$ cat config.mk
export PLATFORM = sky130hd
export DESIGN_NAME = packnum_flat
export DESIGN_NICKNAME = d
export VERILOG_FILES = /design/src/rtl/num_pkg.sv /design/src/rtl/packnum_if.sv /design/src/rtl/pack_out_reg.sv /design/src/rtl/packnum.sv /design/src/flat_wrapper.sv
export SDC_FILE = /design/constraint.sdc
export NUM_CORES = 1
export LEC_CHECK = 0
export CORE_MARGIN = 1.5
export CORE_UTILIZATION = 50
export CTS_CLUSTER_SIZE = 14
export DETAILED_ROUTE_END_ITERATION = 10
export MAX_ROUTING_LAYER = met4
export PLACE_DENSITY = 0.78
export SYNTH_ARGS = -nofsm -noshare
export SYNTH_HDL_FRONTEND = slang
export SYNTH_SLANG_ARGS = --single-unit
export TNS_END_PERCENT = 100
$ cat constraint.sdc
create_clock -name clk -period 3.9 [get_ports clk]
set_input_delay 0.78 -clock clk [delete_from_list [all_inputs] [get_ports clk]]
set_output_delay 0.78 -clock clk [all_outputs]
set_load 0.02 [all_outputs]
$ cat src/rtl/num_pkg.sv
// -----------------------------------------------------------------------------
// num_pkg -- shared definitions for the chunk fetch/pack datapath.
//
// Both the fetch side and the packer import this package so they agree on
// chunk width, chunks per word and chunk order (first chunk in the MSBs).
//
// Contents:
//   CHUNK_W, CHUNKS, WORD_W   geometry of a packed word
//   IDX_W, CNT_W              widths of a chunk index / a chunk count
//   state_e                   packer FSM encoding (FILL, FLUSH)
//   out_beat_t                {cnt, data} held by the output register
//   place_chunk()             positions a chunk at index k of a word
// -----------------------------------------------------------------------------
package num_pkg;

  localparam int CHUNK_W = 5;
  localparam int CHUNKS  = 4;
  localparam int WORD_W  = CHUNK_W * CHUNKS;

  // Index 0..CHUNKS-1 for the fill counter, count 0..CHUNKS for out_cnt.
  localparam int IDX_W = (CHUNKS > 1) ? $clog2(CHUNKS) : 1;
  localparam int CNT_W = $clog2(CHUNKS + 1);

  typedef logic [CHUNK_W-1:0] chunk_t;
  typedef logic [WORD_W-1:0]  word_t;
  typedef logic [IDX_W-1:0]   idx_t;
  typedef logic [CNT_W-1:0]   cnt_t;

  typedef enum logic [0:0] {
    FILL  = 1'b0,
    FLUSH = 1'b1
  } state_e;

  typedef struct packed {
    cnt_t  cnt;
    word_t data;
  } out_beat_t;

  // Chunk k occupies word[WORD_W-1-k*CHUNK_W -: CHUNK_W]: start in the MSBs
  // and shift right by k chunk positions.
  function automatic word_t place_chunk(input chunk_t chunk, input idx_t idx);
    word_t w;
    w = {chunk, {(WORD_W - CHUNK_W){1'b0}}};
    return w >> (int'(idx) * CHUNK_W);
  endfunction

endpackage : num_pkg

$ cat src/rtl/packnum_if.sv
// -----------------------------------------------------------------------------
// packnum_if -- chunk input and packed-word output handshakes of packnum.
//
// Signals:
//   in_valid / in_data / in_ready   chunk stream into the packer
//   flush                           one-cycle pulse, emit pending partial word
//   out_valid / out_ready           packed-word handshake
//   out_data / out_cnt              packed word and number of valid chunks
//
// Modports:
//   master  the environment: drives chunks, flush and out_ready
//   slave   the packer itself
// -----------------------------------------------------------------------------
interface packnum_if;
  import num_pkg::*;

  logic   in_valid;
  chunk_t in_data;
  logic   in_ready;
  logic   flush;
  logic   out_valid;
  logic   out_ready;
  word_t  out_data;
  cnt_t   out_cnt;

  modport master (
    output in_valid, in_data, flush, out_ready,
    input  in_ready, out_valid, out_data, out_cnt
  );

  modport slave (
    input  in_valid, in_data, flush, out_ready,
    output in_ready, out_valid, out_data, out_cnt
  );

endinterface : packnum_if

$ cat src/rtl/pack_out_reg.sv
// -----------------------------------------------------------------------------
// pack_out_reg -- single-entry valid/ready register holding {out_cnt, out_data}.
//
// The parent only asserts load_i when the register is free this cycle
// (empty, or draining through out_ready_i), so a load never overwrites an
// undelivered beat. Load and drain in the same cycle keep out_valid high.
//
// Ports:
//   clk, rst          clock, synchronous active-high reset
//   load_i            capture load_beat_i at this edge
//   load_beat_i       beat to capture
//   out_ready_i       sink accepts the current beat
//   out_valid_o       beat held and valid
//   out_beat_o        held beat, stable while out_valid_o && !out_ready_i
// -----------------------------------------------------------------------------
module pack_out_reg
  import num_pkg::*;
(
  input  logic      clk,
  input  logic      rst,
  input  logic      load_i,
  input  out_beat_t load_beat_i,
  input  logic      out_ready_i,
  output logic      out_valid_o,
  output out_beat_t out_beat_o
);

  logic      valid_q;
  out_beat_t beat_q;

  // NOTE: sequential state is written only with non-blocking assignments so
  // every register samples pre-edge values regardless of process order.
  // The data register is reset too, so out_data reads 0 after reset rather
  // than a stale word from before it.
  always_ff @(posedge clk) begin
    if (rst) begin
      valid_q <= 1'b0;
      beat_q  <= '0;
    end else if (load_i) begin
      valid_q <= 1'b1;
      beat_q  <= load_beat_i;
    end else if (out_ready_i) begin
      valid_q <= 1'b0;
    end
  end

  assign out_valid_o = valid_q;
  assign out_beat_o  = beat_q;

endmodule : pack_out_reg

$ cat src/rtl/packnum.sv
// -----------------------------------------------------------------------------
// packnum -- chunk packer, write-side counterpart of the chunk fetch.
//
// Collects CHUNKS consecutive CHUNK_W-bit numbers MSB-first into one
// WORD_W-bit word and hands it to a single-entry valid/ready output register.
// A flush pulse emits a zero-padded partial word; if the output register is
// still occupied the partial word is parked (FLUSH state) until it frees up.
//
// Ports:
//   clk   single clock, rising edge
//   rst   synchronous, active-high reset
//   bus   packnum_if.slave: in_valid/in_data/in_ready, flush,
//         out_valid/out_ready/out_data/out_cnt
// -----------------------------------------------------------------------------
module packnum
  import num_pkg::*;
(
  input  logic            clk,
  input  logic            rst,
  packnum_if.slave        bus
);

  localparam idx_t LAST_IDX = idx_t'(CHUNKS - 1);

  state_e    state_q, state_d;
  word_t     acc_q, acc_d;
  idx_t      cnt_q, cnt_d;

  logic      out_valid;
  out_beat_t out_beat;
  logic      load;
  out_beat_t load_beat;

  logic      in_ready;
  logic      out_free;
  logic      accept;
  logic      full_accept;
  word_t     acc_c;
  cnt_t      cnt_c;

  // Output register empties or drains at this edge.
  assign out_free = !out_valid || bus.out_ready;
  assign accept   = bus.in_valid && in_ready;

  // The final chunk of a word can only be taken when the output register
  // can take the completed word at the same edge.
  assign full_accept = accept && (cnt_q == LAST_IDX);

  // Accumulator and count as they stand including this cycle's chunk.
  assign acc_c = accept ? (acc_q | place_chunk(bus.in_data, cnt_q)) : acc_q;
  assign cnt_c = cnt_t'(cnt_q) + cnt_t'(accept);

  // ---------------------------------------------------------------------------
  // State register
  // ---------------------------------------------------------------------------
  always_ff @(posedge clk) begin
    if (rst) begin
      state_q <= FILL;
      acc_q   <= '0;
      cnt_q   <= '0;
    end else begin
      state_q <= state_d;
      acc_q   <= acc_d;
      cnt_q   <= cnt_d;
    end
  end

  // ---------------------------------------------------------------------------
  // Next-state logic
  // ---------------------------------------------------------------------------
  // NOTE: every variable an always_comb writes gets a default at the top of
  // the block, so no path can leave it unassigned and infer a latch.
  always_comb begin
    state_d = state_q;
    unique case (state_q)
      FILL: begin
        // Partial flush that cannot be emitted now: park it.
        if (bus.flush && !full_accept && (cnt_c != '0) && !out_free) begin
          state_d = FLUSH;
        end
      end
      FLUSH: begin
        if (out_free) state_d = FILL;
      end
      default: state_d = FILL;
    endcase
  end

  // ---------------------------------------------------------------------------
  // Output logic
  // ---------------------------------------------------------------------------
  always_comb begin
    in_ready = 1'b0;
    unique case (state_q)
      FILL:    in_ready = (cnt_q != LAST_IDX) || out_free;
      FLUSH:   in_ready = 1'b0;
      default: in_ready = 1'b0;
    endcase
  end

  // Accumulator update and output-register load.
  always_comb begin
    acc_d     = acc_q;
    cnt_d     = cnt_q;
    load      = 1'b0;
    load_beat = '0;
    unique case (state_q)
      FILL: begin
        if (full_accept) begin
          load           = 1'b1;
          load_beat.data = acc_c;
          load_beat.cnt  = cnt_t'(CHUNKS);
          acc_d          = '0;
          cnt_d          = '0;
        end else if (bus.flush && (cnt_c != '0)) begin
          if (out_free) begin
            load           = 1'b1;
            load_beat.data = acc_c;
            load_beat.cnt  = cnt_c;
            acc_d          = '0;
            cnt_d          = '0;
          end else begin
            // cnt_c < CHUNKS here, so it fits the index counter and is held
            // there until the FLUSH state can emit it.
            acc_d = acc_c;
            cnt_d = cnt_c[IDX_W-1:0];
          end
        end else begin
          acc_d = acc_c;
          cnt_d = cnt_c[IDX_W-1:0];
        end
      end
      FLUSH: begin
        if (out_free) begin
          load           = 1'b1;
          load_beat.data = acc_q;
          load_beat.cnt  = cnt_t'(cnt_q);
          acc_d          = '0;
          cnt_d          = '0;
        end
      end
      default: begin
        acc_d = '0;
        cnt_d = '0;
      end
    endcase
  end

  // ---------------------------------------------------------------------------
  // Output register
  // ---------------------------------------------------------------------------
  pack_out_reg u_out_reg (
    .clk         (clk),
    .rst         (rst),
    .load_i      (load),
    .load_beat_i (load_beat),
    .out_ready_i (bus.out_ready),
    .out_valid_o (out_valid),
    .out_beat_o  (out_beat)
  );

  assign bus.in_ready  = in_ready;
  assign bus.out_valid = out_valid;
  assign bus.out_data  = out_beat.data;
  assign bus.out_cnt   = out_beat.cnt;

endmodule : packnum

$ cat src/flat_wrapper.sv
// flat-port wrapper written by rule: the top's interface ports become plain ports
module packnum_flat import num_pkg::*;
  (clk, rst, bus_in_valid, bus_in_data, bus_flush, bus_out_ready, bus_in_ready, bus_out_valid, bus_out_data, bus_out_cnt);
  packnum_if bus_i ();
  input  logic clk;
  input  logic rst;
  input wire logic [$bits(bus_i.in_valid)-1:0] bus_in_valid;
  input wire logic [$bits(bus_i.in_data)-1:0] bus_in_data;
  input wire logic [$bits(bus_i.flush)-1:0] bus_flush;
  input wire logic [$bits(bus_i.out_ready)-1:0] bus_out_ready;
  output wire logic [$bits(bus_i.in_ready)-1:0] bus_in_ready;
  output wire logic [$bits(bus_i.out_valid)-1:0] bus_out_valid;
  output wire logic [$bits(bus_i.out_data)-1:0] bus_out_data;
  output wire logic [$bits(bus_i.out_cnt)-1:0] bus_out_cnt;
  assign bus_i.in_valid = bus_in_valid;
  assign bus_i.in_data = bus_in_data;
  assign bus_i.flush = bus_flush;
  assign bus_i.out_ready = bus_out_ready;
  assign bus_in_ready = bus_i.in_ready;
  assign bus_out_valid = bus_i.out_valid;
  assign bus_out_data = bus_i.out_data;
  assign bus_out_cnt = bus_i.out_cnt;
  packnum u_core (.clk(clk), .rst(rst), .bus(bus_i));
endmodule
# ---- After elaboration in Yosys (flattened, before gate mapping)
# Index checks and enable logic that the tools add are counted.
dict set report totals {
  output_inout_bits 25
  reg_bits 47
  input_bits 10
}
dict set report op_classes {
  reduce_logical 13
  mux 26
  eq_ne 3
  shift 1
  add_sub_neg 1
  multipliers 1
  n_bitwise 2
}
# op n
set op_table {}
lappend op_table {{$mux 20} 5}
lappend op_table {{$mux 23} 3}
lappend op_table {{$pmux 23 s2} 1}
lappend op_table {{$pmux 20 s2} 1}
lappend op_table {{$shr 20x32->20} 1}
lappend op_table {{$mux 22} 1}
lappend op_table {{$or 20x20->20} 1}
lappend op_table {{$mux 2} 4}
lappend op_table {{$mux 1} 7}
lappend op_table {{$logic_and 1x1->1} 6}
lappend op_table {{$pmux 1 s2} 3}
lappend op_table {{$mul 2x3->5 const B} 1}
lappend op_table {{$ne 2x2->1 const B} 2}
lappend op_table {{$pmux 2 s2} 1}
lappend op_table {{$add 2x1->3} 1}
lappend op_table {{$logic_not 1->1} 3}
lappend op_table {{$reduce_bool 3->1} 1}
lappend op_table {{$eq 2x2->1 const B} 1}
lappend op_table {{$logic_or 1x1->1} 2}
lappend op_table {{$reduce_bool 2->1} 1}
lappend op_table {{$not 1->1} 1}

# ---- Logic depth before layout (Yosys ltp)
# Gate-level depths: netlist of the first run.
dict set report logic_depth {
  ltp_word 12
  ltp_mapped 11
  mapped_depth_nobuf 8
}

# ---- Modules after synthesis
# From an unflattened synthesis of the first run, not the netlist that was laid out.
dict set report unflattened {
  hier_cells 207
  area_unflattened_um2 2113.3
}
# mod cells_per_inst seq_area_each_um2 area_each_um2 n_inst
set by_module_without_submodules {}
lappend by_module_without_submodules {packnum 129 460.4 1241.2 1}
lappend by_module_without_submodules {pack_out_reg 78 480.5 872.1 1}

# ---- Worst setup path before layout of the first run
# No wires, ideal clock.
dict set report synth_timing {
  path_kind {input-to-reg}
  startpoint {in bus_out_ready}
  endpoint {reg u_core.acc_q[5]}
  arrival_time_ns 3.087
  setup_ns 0.059
  cell_stages 11
  t_required_ns 3.841
  setup_slack_ns 0.754
  cell_sequence {nor2b_1 > buf_2 > clkbuf_1 > a31oi_1 > ha_1 > ha_1 > or3_4 > and3_4 > buf_6 > nor3b_4 > a22o_1}
}
dict set report synth_via {
  elab_chain_len 10
  word_cells_on_any_way 14
  cone_classes {1 x add/sub; 1 x eq/ne; 6 x mux; 6 x reduce/logical}
}
# element line_no
set synth_rtl {}
lappend synth_rtl {{start, declared} flat_wrapper.sv:10} ;# input wire logic [$bits(bus_i.out_ready)-1:0] bus_out_ready;
lappend synth_rtl {{$logic_or 1x1->1 (*)} packnum.sv:42} ;# assign out_free = !out_valid || bus.out_ready;
lappend synth_rtl {{$logic_or 1x1->1} packnum.sv:95} ;# FILL: in_ready = (cnt_q != LAST_IDX) || out_free;
lappend synth_rtl {{$pmux 1 s2} packnum.sv:94} ;# unique case (state_q)
lappend synth_rtl {{$logic_and 1x1->1} packnum.sv:43} ;# assign accept = bus.in_valid && in_ready;
lappend synth_rtl {{$add 2x1->3} packnum.sv:51} ;# assign cnt_c = cnt_t'(cnt_q) + cnt_t'(accept);
lappend synth_rtl {{$reduce_bool 3->1} packnum.sv:115} ;# end else if (bus.flush && (cnt_c != '0)) begin
lappend synth_rtl {{$logic_and 1x1->1} packnum.sv:115}
lappend synth_rtl {{$mux 20} packnum.sv:115}
lappend synth_rtl {{$mux 20} packnum.sv:109} ;# if (full_accept) begin
lappend synth_rtl {{$pmux 20 s2} packnum.sv:107} ;# unique case (state_q)
lappend synth_rtl {{end signal, assigned} packnum.sv:59} ;# acc_q <= '0;
lappend synth_rtl {{end signal, assigned} packnum.sv:63} ;# acc_q <= acc_d;
lappend synth_rtl {{end, declared} packnum.sv:26} ;# word_t acc_q, acc_d;
# Every way passes the cells marked *; elsewhere a longest branch is shown, timed or not.
# A chain may end at the register's enable or synchronous reset.

# ---- Worst setup path in the final report of the first run
dict set report layout_timing {
  startpoint {in bus_in_valid}
  endpoint {reg u_core.u_out_reg.beat_q, in the netlist u_core.u_out_reg.out_beat_o[0]}
}
dict set report layout_via {
  elab_chain_len 7
  word_cells_on_any_way 13
  cone_classes {1 x add/sub; 8 x mux; 4 x reduce/logical}
}
# element line_no
set layout_rtl {}
lappend layout_rtl {{start, declared} flat_wrapper.sv:7} ;# input wire logic [$bits(bus_i.in_valid)-1:0] bus_in_valid;
lappend layout_rtl {{$logic_and 1x1->1 (*)} packnum.sv:43}
lappend layout_rtl {{$add 2x1->3} packnum.sv:51}
lappend layout_rtl {{$reduce_bool 3->1} packnum.sv:115}
lappend layout_rtl {{$logic_and 1x1->1} packnum.sv:115}
lappend layout_rtl {{$mux 23 or $mux 1 (tied branches)} packnum.sv:115}
lappend layout_rtl {{$mux 23 or $mux 1 (tied branches)} packnum.sv:109}
lappend layout_rtl {{$pmux 23 s2 or $pmux 1 s2 (tied branches)} packnum.sv:107}
lappend layout_rtl {{end signal, assigned} pack_out_reg.sv:41} ;# beat_q <= load_beat_i;
lappend layout_rtl {{end, declared} pack_out_reg.sv:29} ;# out_beat_t beat_q;
# Marked as above.

==> flow_metrics.env, run 1 <==
export IMPL_slew_violations=0
export IMPL_grt_pass1_wl_mm=7.300
export IMPL_cts_tree="done"
export IMPL_cts_buffer_depth=2
export IMPL_die_y_um=67.06
export IMPL_criticalPathCategory="input port to flop"
export IMPL_syn_to_final_growth_pct=23.84
export IMPL_cp_common_cell="ha_1"
export IMPL_initial_utilization=0.5167
export IMPL_grt_max_degree=21
export IMPL_nets=249
export IMPL_clk_latency_ns=0.30
export IMPL_crit_path_end_kind="flop"
export IMPL_nFillCells=342
export IMPL_synth_area_leaders="dfxtp_1 46%, a22o_1 6.4%, a211oi_1 4.8%"
export IMPL_post_cts_buffers=0
export IMPL_postSynthCellCount=206
export IMPL_cts_clk_slew_worst_paths_ns=0.09
export IMPL_slowest_stage="clkdlybuf4s50_1"
export IMPL_drc_errors=0
export IMPL_netlist_area_um2=2052
export IMPL_setup_violations=0
export IMPL_diodes=0
export IMPL_cp_cell_sequence="clkdlybuf4s50_1 > nand2b_1 > a31oi_1 > ha_1 > ha_1 > o31ai_4 > a31oi_4 > buf_4 > a22oi_1 > a21oi_1"
export IMPL_core_um2=3971
export IMPL_yosysWarningCount=0
export IMPL_clkSinkCount=47
export IMPL_cts_resized=0
export IMPL_synth_edf_count=0
export IMPL_dp_hpwl_mm=3.057
export IMPL_port_buffer_count=34
export IMPL_first_pass_iters=4
export IMPL_dieArea_um2=4497
export IMPL_antenna_found_initial=0
export IMPL_synthArstFlopShare=0
export IMPL_synth_top_cell_area_share=0.4585
export IMPL_hold_violations=0
export IMPL_drive_above_1_share=0.1429
export IMPL_drt_total_wl_mm=4.297
export IMPL_power_density_nw_per_um2=480.1
export IMPL_max_cap_violations=0
export IMPL_required_ns=4.06
export IMPL_p_leak_nw=0.9292
export IMPL_synth_most_common_cell="dfxtp_1"
export IMPL_fin_crit_ns=3.121
export IMPL_yosys_top_cells_count="47 x dfxtp_1, 23 x nor2_1, 16 x a21oi_1"
export IMPL_drt_iter0_drc=116
export IMPL_max_freq_mhz=320.4
export IMPL_io_pins=35
export IMPL_netlist_top_cell_by_area="dfxtp_1"
export IMPL_wl_per_cell_um=14.92
export IMPL_grtUsageTotal=0.2208
export IMPL_postCtsHoldBufs=0
export IMPL_fin_skew_ns=0.006282
export IMPL_syn_nets=218
export IMPL_ys_ff_latch=47
export IMPL_vias=1668
export IMPL_hold_class="flop to flop"
export IMPL_synthFlopType="dfxtp_1"
export IMPL_avgSynthCellArea_um2=9.961
export IMPL_max_stage_delay_ns=0.58
export IMPL_cts_root_buf="clkbuf_8"
export IMPL_place_gp_congestion=0.8416
export IMPL_min_period_over_period=0.8002
export IMPL_grt_pass1_vias=1557
export IMPL_core_rowCount=23
export IMPL_grt_overflow=0
export IMPL_setup_tns_ns=0
export IMPL_ant_nets=0
export IMPL_seq_area_frac_synth=0.4585
export IMPL_cts_buffers=5
export IMPL_worst_pin_slew_ns=0.6895
export IMPL_worst_path_max_fanout=19
export IMPL_vias_per_cell=5.792
export IMPL_status="completed"
export IMPL_die_x_um=67.06
export IMPL_max_vdd_ir_drop_v=0.0003093
export IMPL_slew_headroom=0.5397
export IMPL_rsz0062_at_grt="no"
export IMPL_worst_setup_path_start_kind="input port"
export IMPL_ys_types=45
export IMPL_critPathArrivalTime_ns=3.28
export IMPL_h_tree_depth=2
export IMPL_p_total_mw=1.220
-- through the flow --
step / hold WS [ns] / cell area [µm²] / utilization / worst slack [ns] / std cells
after floorplan: 0.4302 / 2052 / - / 0.7542 / 206
after global placement: 0.4434 / 2420 / 0.6093 / 0.5398 / 280
after detailed placement: 0.4445 / 2420 / 0.6093 / 0.4696 / 280
after CTS: 0.4774 / 2541 / 0.6399 / 0.7731 / 288
after global routing: 0.4976 / 2541 / 0.6399 / 0.5931 / 288
final: 0.4771 / 2541 / 0.6399 / 0.7793 / 288
-- worst max-delay path: cells and delay by family --
family / cells / cell delay [ns]
AND/OR/NAND/NOR: 1 / 0.12
adder cells (fa/ha/maj): 2 / 0.46
buffers and inverters: 2 / 0.84
AO/OA/AOI/OAI: 5 / 1.09
-- final cells by class --
cell class	count	area, µm²	area share
inverters	2	7.507	0.002954
multi-input cells	141	1023	0.4028
clock inverters	2	38.79	0.01526
well taps	50	62.56	0.02462
clock buffers	6	82.58	0.03250
repair buffers	40	385.4	0.1516
flip-flops and latches	47	940.9	0.3703
-- kinds of logic (layout without fill, tap and decap cells) --
| kind of cell | count (synthesis) | after routing | share of synthesized area |
|---|---|---|---|
| adder cells (fa/ha/maj) | 2 | 2 | 0.01219 |
| AO/OA/AOI/OAI | 74 | 74 | 0.2817 |
| flip-flops | 47 | 47 | 0.4585 |
| multiplexers | 2 | 2 | 0.01097 |
| buffers and inverters | 18 | 50 | 0.04268 |
| AND/OR/NAND/NOR | 63 | 63 | 0.1939 |
-- layer usage --
metal,vias up,global-route usage,part of all wire
met5,-,-,0
met4,0,0.07653,0.014
met3,8,0.05068,0.040
met2,38,0.3552,0.48
met1,779,0.2716,0.47
li1,843,-,-
-- path summary, 6_finish.rpt --
path | from | endpoint | slack, ns | cells after the start
max | bus_in_valid | u_core.u_out_reg.out_beat_o[0] | 0.78 | 10
min | u_core.acc_q[10] | u_core.u_out_reg.out_beat_o[10] | 0.48 | 2
max reg2reg | u_core.state_q | u_core.u_out_reg.out_beat_o[0] | 0.92 | 9
min reg2reg | u_core.acc_q[10] | u_core.u_out_reg.out_beat_o[10] | 0.48 | 2
-- state kept, by name (all words and copies together), names as in the netlist --
signal,count
u_core.u_out_reg.out_valid_o,1
u_core.acc_q,20
u_core.u_out_reg.out_beat_o,23
u_core.cnt_q,2
u_core.state_q,1
-- cells in the final DEF, fill, tap and decap left out, drive strengths merged, types with 3 or more instances in the layout --
| cell type | netlist | final |
|---|---|---|
| a31o | 3 | 3 |
| nand2 | 3 | 3 |
| a31oi | 10 | 10 |
| clkbuf | 6 | 6 |
| a211oi | 14 | 14 |
| dfxtp | 47 | 47 |
| buf | 10 | 6 |
| a21oi | 17 | 17 |
| nor3b | 4 | 4 |
| a22o | 15 | 15 |
| clkdlybuf4s50 | 0 | 34 |
| nand3 | 10 | 10 |
| nor2 | 23 | 23 |
| nand2b | 4 | 4 |
| a21boi | 3 | 3 |
| o31ai | 3 | 3 |
| inv | 2 | 3 |
| and2 | 5 | 5 |
-- power breakdown --
part | internal (mW) | switching [mW] | total [mW]
sequential | 0.521 | 0.0292 | 0.550
clock | 0.211 | 0.166 | 0.376
combinational | 0.136 | 0.158 | 0.294
No activity file was read; power rests on OpenSTA's default activity.
==> run 2, diff against run 1 <==
--- a/config.mk
+++ b/config.mk
@@ -6,11 +6,11 @@
 export NUM_CORES = 1
 export LEC_CHECK = 0
 export CORE_MARGIN = 1.5
-export CORE_UTILIZATION = 50
+export CORE_UTILIZATION = 47
 export CTS_CLUSTER_SIZE = 14
 export DETAILED_ROUTE_END_ITERATION = 10
 export MAX_ROUTING_LAYER = met4
-export PLACE_DENSITY = 0.78
+export PLACE_DENSITY = 0.77
 export SYNTH_ARGS = -nofsm -noshare
 export SYNTH_HDL_FRONTEND = slang
 export SYNTH_SLANG_ARGS = --single-unit
==> constraint.sdc (replaced) <==
create_clock -name clk -period 2.6 [get_ports clk]
set_input_delay 0.52 -clock clk [delete_from_list [all_inputs] [get_ports clk]]
set_output_delay 0.52 -clock clk [all_outputs]
set_load 0.02 [all_outputs]
==> flow_metrics.env, run 2 (synthesis gave the netlist of run 1 again) <==
export IMPL_worstHoldStart="u_core.acc_q[3]"
export IMPL_r2r_setup_slack_ns=0.39
export IMPL_worst_pin_slew_ns=0.6500
export IMPL_place_gp_congestion=0.9364
export IMPL_clkSinkCount=47
export IMPL_core_rowCount=23
export IMPL_rr_startpoint="u_core.u_out_reg.out_valid_o"
export IMPL_cts_root_buf="clkbuf_8"
export IMPL_drt_total_wl_mm=4.694
export IMPL_hold_class="flop to flop"
export IMPL_diodes=0
export IMPL_p_total_mw=1.783
export IMPL_cts_clk_slew_worst_paths_ns=0.09
export IMPL_max_vdd_ir_drop_v=0.0003518
export IMPL_grt_pass1_wl_mm=8.114
export IMPL_die_x_um=69.08
export IMPL_cts_buffer_depth=2
export IMPL_hold_violations=0
export IMPL_syn_to_final_growth_pct=28.66
export IMPL_antenna_found_initial=0
export IMPL_drive_above_1_share=0.1888
export IMPL_p_leak_nw=0.9683
export IMPL_criticalPathCategory="input port to flop"
export IMPL_drc_errors=0
export IMPL_vias_per_cell=5.853
export IMPL_wl_per_cell_um=15.70
export IMPL_cts_buffers=5
export IMPL_die_y_um=69.08
export IMPL_initial_utilization=0.5021
export IMPL_postCtsHoldBufs=0
export IMPL_multiInputGateArea_um2=1060
export IMPL_ff_latch_area_um2=940.9
export IMPL_crit_path_end_kind="flop"
export IMPL_required_ns=2.85
export IMPL_worst_setup_path_start_kind="input port"
export IMPL_cp_cell_sequence="clkdlybuf4s50_1 > nand2b_1 > a31oi_1 > ha_2 > ha_4 > or3_4 > and3_4 > nor3b_4 > a22o_1"
export IMPL_worst_path_stages=9
export IMPL_hold_depth=1
export IMPL_max_freq_mhz=400.1
export IMPL_power_density_nw_per_um2=675.3
export IMPL_setup_violations=0
export IMPL_max_stage_delay_ns=0.47
export IMPL_largest_reg_flops=23
export IMPL_max_cap_violations=0
export IMPL_clk_latency_ns=0.31
export IMPL_final_common_cell="dfxtp_1"
export IMPL_grt_overflow=0
export IMPL_critPathArrivalTime_ns=2.75
export IMPL_mostFrequentLayoutCells="47 x dfxtp_1, 33 x clkdlybuf4s50_1, 23 x nor2_1"
export IMPL_cts_tree="done"
export IMPL_vias=1750
export IMPL_crit_start="bus_in_valid"
export IMPL_slew_headroom=0.5655
export IMPL_rsz0062_at_grt="yes"
export IMPL_drt_iter0_drc=192
export IMPL_ant_nets=0
export IMPL_nets=260
export IMPL_worst_path_max_fanout=8
export IMPL_grt_pass1_vias=1666
export IMPL_crit_buf_inv=1
export IMPL_min_period_over_period=0.9612
export IMPL_nFillCells=345
export IMPL_fin_crit_ns=2.499
export IMPL_dp_cells=291
export IMPL_fin_skew_ns=0.007277
export IMPL_slew_violations=0
export IMPL_cpLargestDelayFamily="simple AND/OR/NAND/NOR gates"
export IMPL_io_pins=35
export IMPL_port_buffer_count=34
export IMPL_rr_worst_depth=8
export IMPL_post_cts_buffers=0
export IMPL_status="completed"
export IMPL_grtUsageTotal=0.2124
export IMPL_h_tree_depth=2
export IMPL_first_pass_iters=4
export IMPL_core_um2=4086
export IMPL_dp_hpwl_mm=3.260
export IMPL_finalNonFillerCells=299
export IMPL_grt_max_degree=21
export IMPL_slowest_stage="clkdlybuf4s50_1"
export IMPL_dieArea_um2=4771
run 2: report_power, final:
part           total (mW)  switching [mW]  internal [mW]
clock network       0.471           0.254          0.217
registers           0.814          0.0331          0.781
logic               0.498           0.263          0.234
total                1.78           0.551           1.23
run 2: layout make-up:
| type | count | share of cell area |
|---|---|---|
| Sequential cell | 47 | 0.3564 |
| Multi-Input combinational cell | 141 | 0.4014 |
| Inverter | 2 | 0.002844 |
| Timing Repair Buffer | 51 | 0.1782 |
| Clock inverter | 2 | 0.006161 |
| Tap cell | 50 | 0.02370 |
| Clock buffer | 6 | 0.03128 |
run 2: metal layers:
| layer | vias up | part of all wire | GRT usage |
|---|---|---|---|
| li1 | 864 | - | - |
| met5 | - | 0 | - |
| met2 | 45 | 0.47 | 0.3120 |
| met1 | 833 | 0.47 | 0.2916 |
| met3 | 8 | 0.048 | 0.03509 |
| met4 | 0 | 0.014 | 0.08497 |
run 2: path summary, 6_finish.rpt:
kind | end
worst max register to register | u_core.acc_q[7]
worst max-delay path | u_core.acc_q[7]
worst min register to register | u_core.acc_q[3]
worst min-delay path | u_core.acc_q[3]
run 2: repair_timing:
action | in CTS | in global routing
endpoints found under the hold margin | 0 | 0
gates resized for setup | 0 | 4
setup endpoints to repair | 0 | 5
run 2: per-stage QoR:
step | area (µm²) | worst slack, ns | setup TNS [ns] | util | hold slack (ns)
after floorplan | 2079 | 0.02570 | 0 | - | 0.4302
after global placement | 2517 | -0.1677 | -3.480 | 0.6160 | 0.4443
after detailed placement | 2517 | -0.2410 | -4.807 | 0.6160 | 0.4458
after CTS | 2616 | 0.01854 | 0 | 0.6402 | 0.4712
after global routing | 2640 | -0.001767 | -0.001767 | 0.6461 | 0.4823
final | 2640 | 0.1008 | 0 | 0.6461 | 0.4751
==> run 3, diff against run 2 <==
--- a/config.mk
+++ b/config.mk
@@ -5,12 +5,12 @@
 export SDC_FILE = /design/constraint.sdc
 export NUM_CORES = 1
 export LEC_CHECK = 0
-export CORE_MARGIN = 1.5
 export CORE_UTILIZATION = 47
 export CTS_CLUSTER_SIZE = 14
 export DETAILED_ROUTE_END_ITERATION = 10
 export MAX_ROUTING_LAYER = met4
 export PLACE_DENSITY = 0.77
+export SETUP_SLACK_MARGIN = 0.15
 export SYNTH_ARGS = -nofsm -noshare
 export SYNTH_HDL_FRONTEND = slang
 export SYNTH_SLANG_ARGS = --single-unit
==> flow_metrics.env, run 3 (synthesis gave the netlist of run 1 again) <==
export IMPL_wl_per_cell_um=15.59
export IMPL_worst_pin_slew_ns=0.4013
export IMPL_fin_crit_ns=2.199
export IMPL_diodes=0
export IMPL_cpLargestDelayFamily="simple AND/OR/NAND/NOR gates"
export IMPL_core_rowCount=23
export IMPL_die_x_um=68.08
export IMPL_initial_utilization=0.5021
export IMPL_io_pins=35
export IMPL_drc_errors=0
export IMPL_r2r_setup_slack_ns=0.40
export IMPL_grt_max_degree=20
export IMPL_multiInputGateArea_um2=1049
export IMPL_rr_startpoint="u_core.u_out_reg.out_valid_o"
export IMPL_crit_path_end_kind="flop"
export IMPL_max_cap_violations=0
export IMPL_slew_headroom=0.7313
export IMPL_drt_iter0_drc=103
export IMPL_slew_violations=0
export IMPL_setup_violations=0
export IMPL_critPathArrivalTime_ns=2.46
export IMPL_cts_buffers=5
export IMPL_antenna_found_initial=0
export IMPL_grtUsageTotal=0.2351
export IMPL_vias=1735
export IMPL_max_vdd_ir_drop_v=0.0003569
export IMPL_r2r_end="u_core.acc_q[10]"
export IMPL_vias_per_cell=5.764
export IMPL_worst_setup_path_start_kind="flop"
export IMPL_grt_pass1_vias=1585
export IMPL_cp_cell_sequence="nor2b_2 > a31oi_1 > ha_2 > ha_4 > or3_4 > and3_4 > nor3b_4 > a22o_1"
export IMPL_drt_total_wl_mm=4.693
export IMPL_nFillCells=347
export IMPL_final_common_cell="dfxtp_1"
export IMPL_grt_overflow=0
export IMPL_ff_latch_area_um2=940.9
export IMPL_min_period_over_period=0.8459
export IMPL_status="completed"
export IMPL_rr_worst_depth=8
export IMPL_required_ns=2.86
export IMPL_h_tree_depth=2
export IMPL_cp_endpoint="u_core.acc_q[10]"
export IMPL_nets=262
export IMPL_rsz0062_at_grt="no"
export IMPL_first_pass_iters=4
export IMPL_fin_skew_ns=0.01188
export IMPL_cts_buffer_depth=2
export IMPL_crit_start="u_core.u_out_reg.out_valid_o"
export IMPL_slowest_stage="or3_4"
export IMPL_place_gp_congestion=0.9116
export IMPL_drive_above_1_share=0.1992
export IMPL_dieArea_um2=4634
export IMPL_mostFrequentLayoutCells="47 x dfxtp_1, 31 x clkdlybuf4s50_1, 23 x nor2_1"
export IMPL_core_um2=4086
export IMPL_max_freq_mhz=454.7
export IMPL_worst_path_stages=8
export IMPL_crit_buf_inv=0
export IMPL_dp_hpwl_mm=3.307
export IMPL_final_util=0.6525
export IMPL_die_y_um=68.08
export IMPL_clkSinkCount=47
export IMPL_cts_tree="done"
export IMPL_cts_clk_slew_worst_paths_ns=0.09
export IMPL_p_leak_nw=1.005
export IMPL_worst_path_max_fanout=8
export IMPL_power_density_nw_per_um2=698.6
export IMPL_hold_class="flop to flop"
export IMPL_largest_reg_flops=23
export IMPL_ant_nets=0
export IMPL_max_stage_delay_ns=0.40
export IMPL_syn_to_final_growth_pct=29.94
export IMPL_grt_pass1_wl_mm=7.776
export IMPL_port_buffer_count=34
export IMPL_postCtsHoldBufs=0
export IMPL_setup_tns_ns=0
export IMPL_clk_latency_ns=0.31
export IMPL_criticalPathCategory="flop to flop"
export IMPL_hold_violations=0
export IMPL_cts_root_buf="clkbuf_8"
## run 3: area by class of cell
type,count,area share
tap,50,0.02346
multi-input combinational,141,0.3932
clock inverter,3,0.01783
sequential,47,0.3529
clock buffer,5,0.02581
inverter,2,0.002816
timing repair buffer,53,0.1840
## run 3: repair_timing
item,4_1_cts,5_1_grt
buffers inserted,0,1
endpoints found under the setup margin,3,35
pin swaps,0,10
resized for setup,2,4
## run 3: metrics by stage
stage                     instance area (µm²)  cells  worst slack [ns]  hold slack (ns)  power (mW)
final                                    2666    301            0.4006           0.4721       1.863
after global routing                     2666    301            0.2927           0.4913       1.955
after CTS                                2648    300            0.1636           0.4697       1.870
after detailed placement                 2525    292           -0.1751           0.4511       1.315
after global placement                   2525    292           -0.1096           0.4496       1.307
after floorplan                          2079    206            0.1036           0.4302       1.134
## run 3: worst min-delay path: cells and delay by family (launching register included)
kind | cells | cell delay (ns)
compound gates | 1 | 0.07
flops | 1 | 0.32
buf+inv | 1 | 0.04
## run 3: worst min-delay path by stage
stage                                           end  cells after the start             start  slack (ns)
floorplan                           u_core.acc_q[0]                      1   u_core.acc_q[0]        0.43
global placement                    u_core.acc_q[3]                      1   u_core.acc_q[3]        0.45
detailed placement                  u_core.acc_q[4]                      1   u_core.acc_q[4]        0.45
CTS                 u_core.u_out_reg.out_beat_o[10]                      2  u_core.acc_q[10]        0.47
global route        u_core.u_out_reg.out_beat_o[10]                      2  u_core.acc_q[10]        0.49
finish              u_core.u_out_reg.out_beat_o[10]                      2  u_core.acc_q[10]        0.47
## run 3: per-layer routing
layer	wire length (µm)	up-vias	GRT usage	share of wire
met4	57	0	0.07292	0.012
met2	2249	37	0.3676	0.48
met5	0	-	-	0
met1	2207	825	0.2955	0.47
li1	-	867	-	-
met3	178	6	0.06000	0.038
## run 3: power by group
group	switching, mW	internal (mW)	leakage, nW
combinational	0.260	0.234	0.563
clock	0.262	0.292	0.0587
sequential	0.0339	0.781	0.383
total	0.556	1.31	1.00
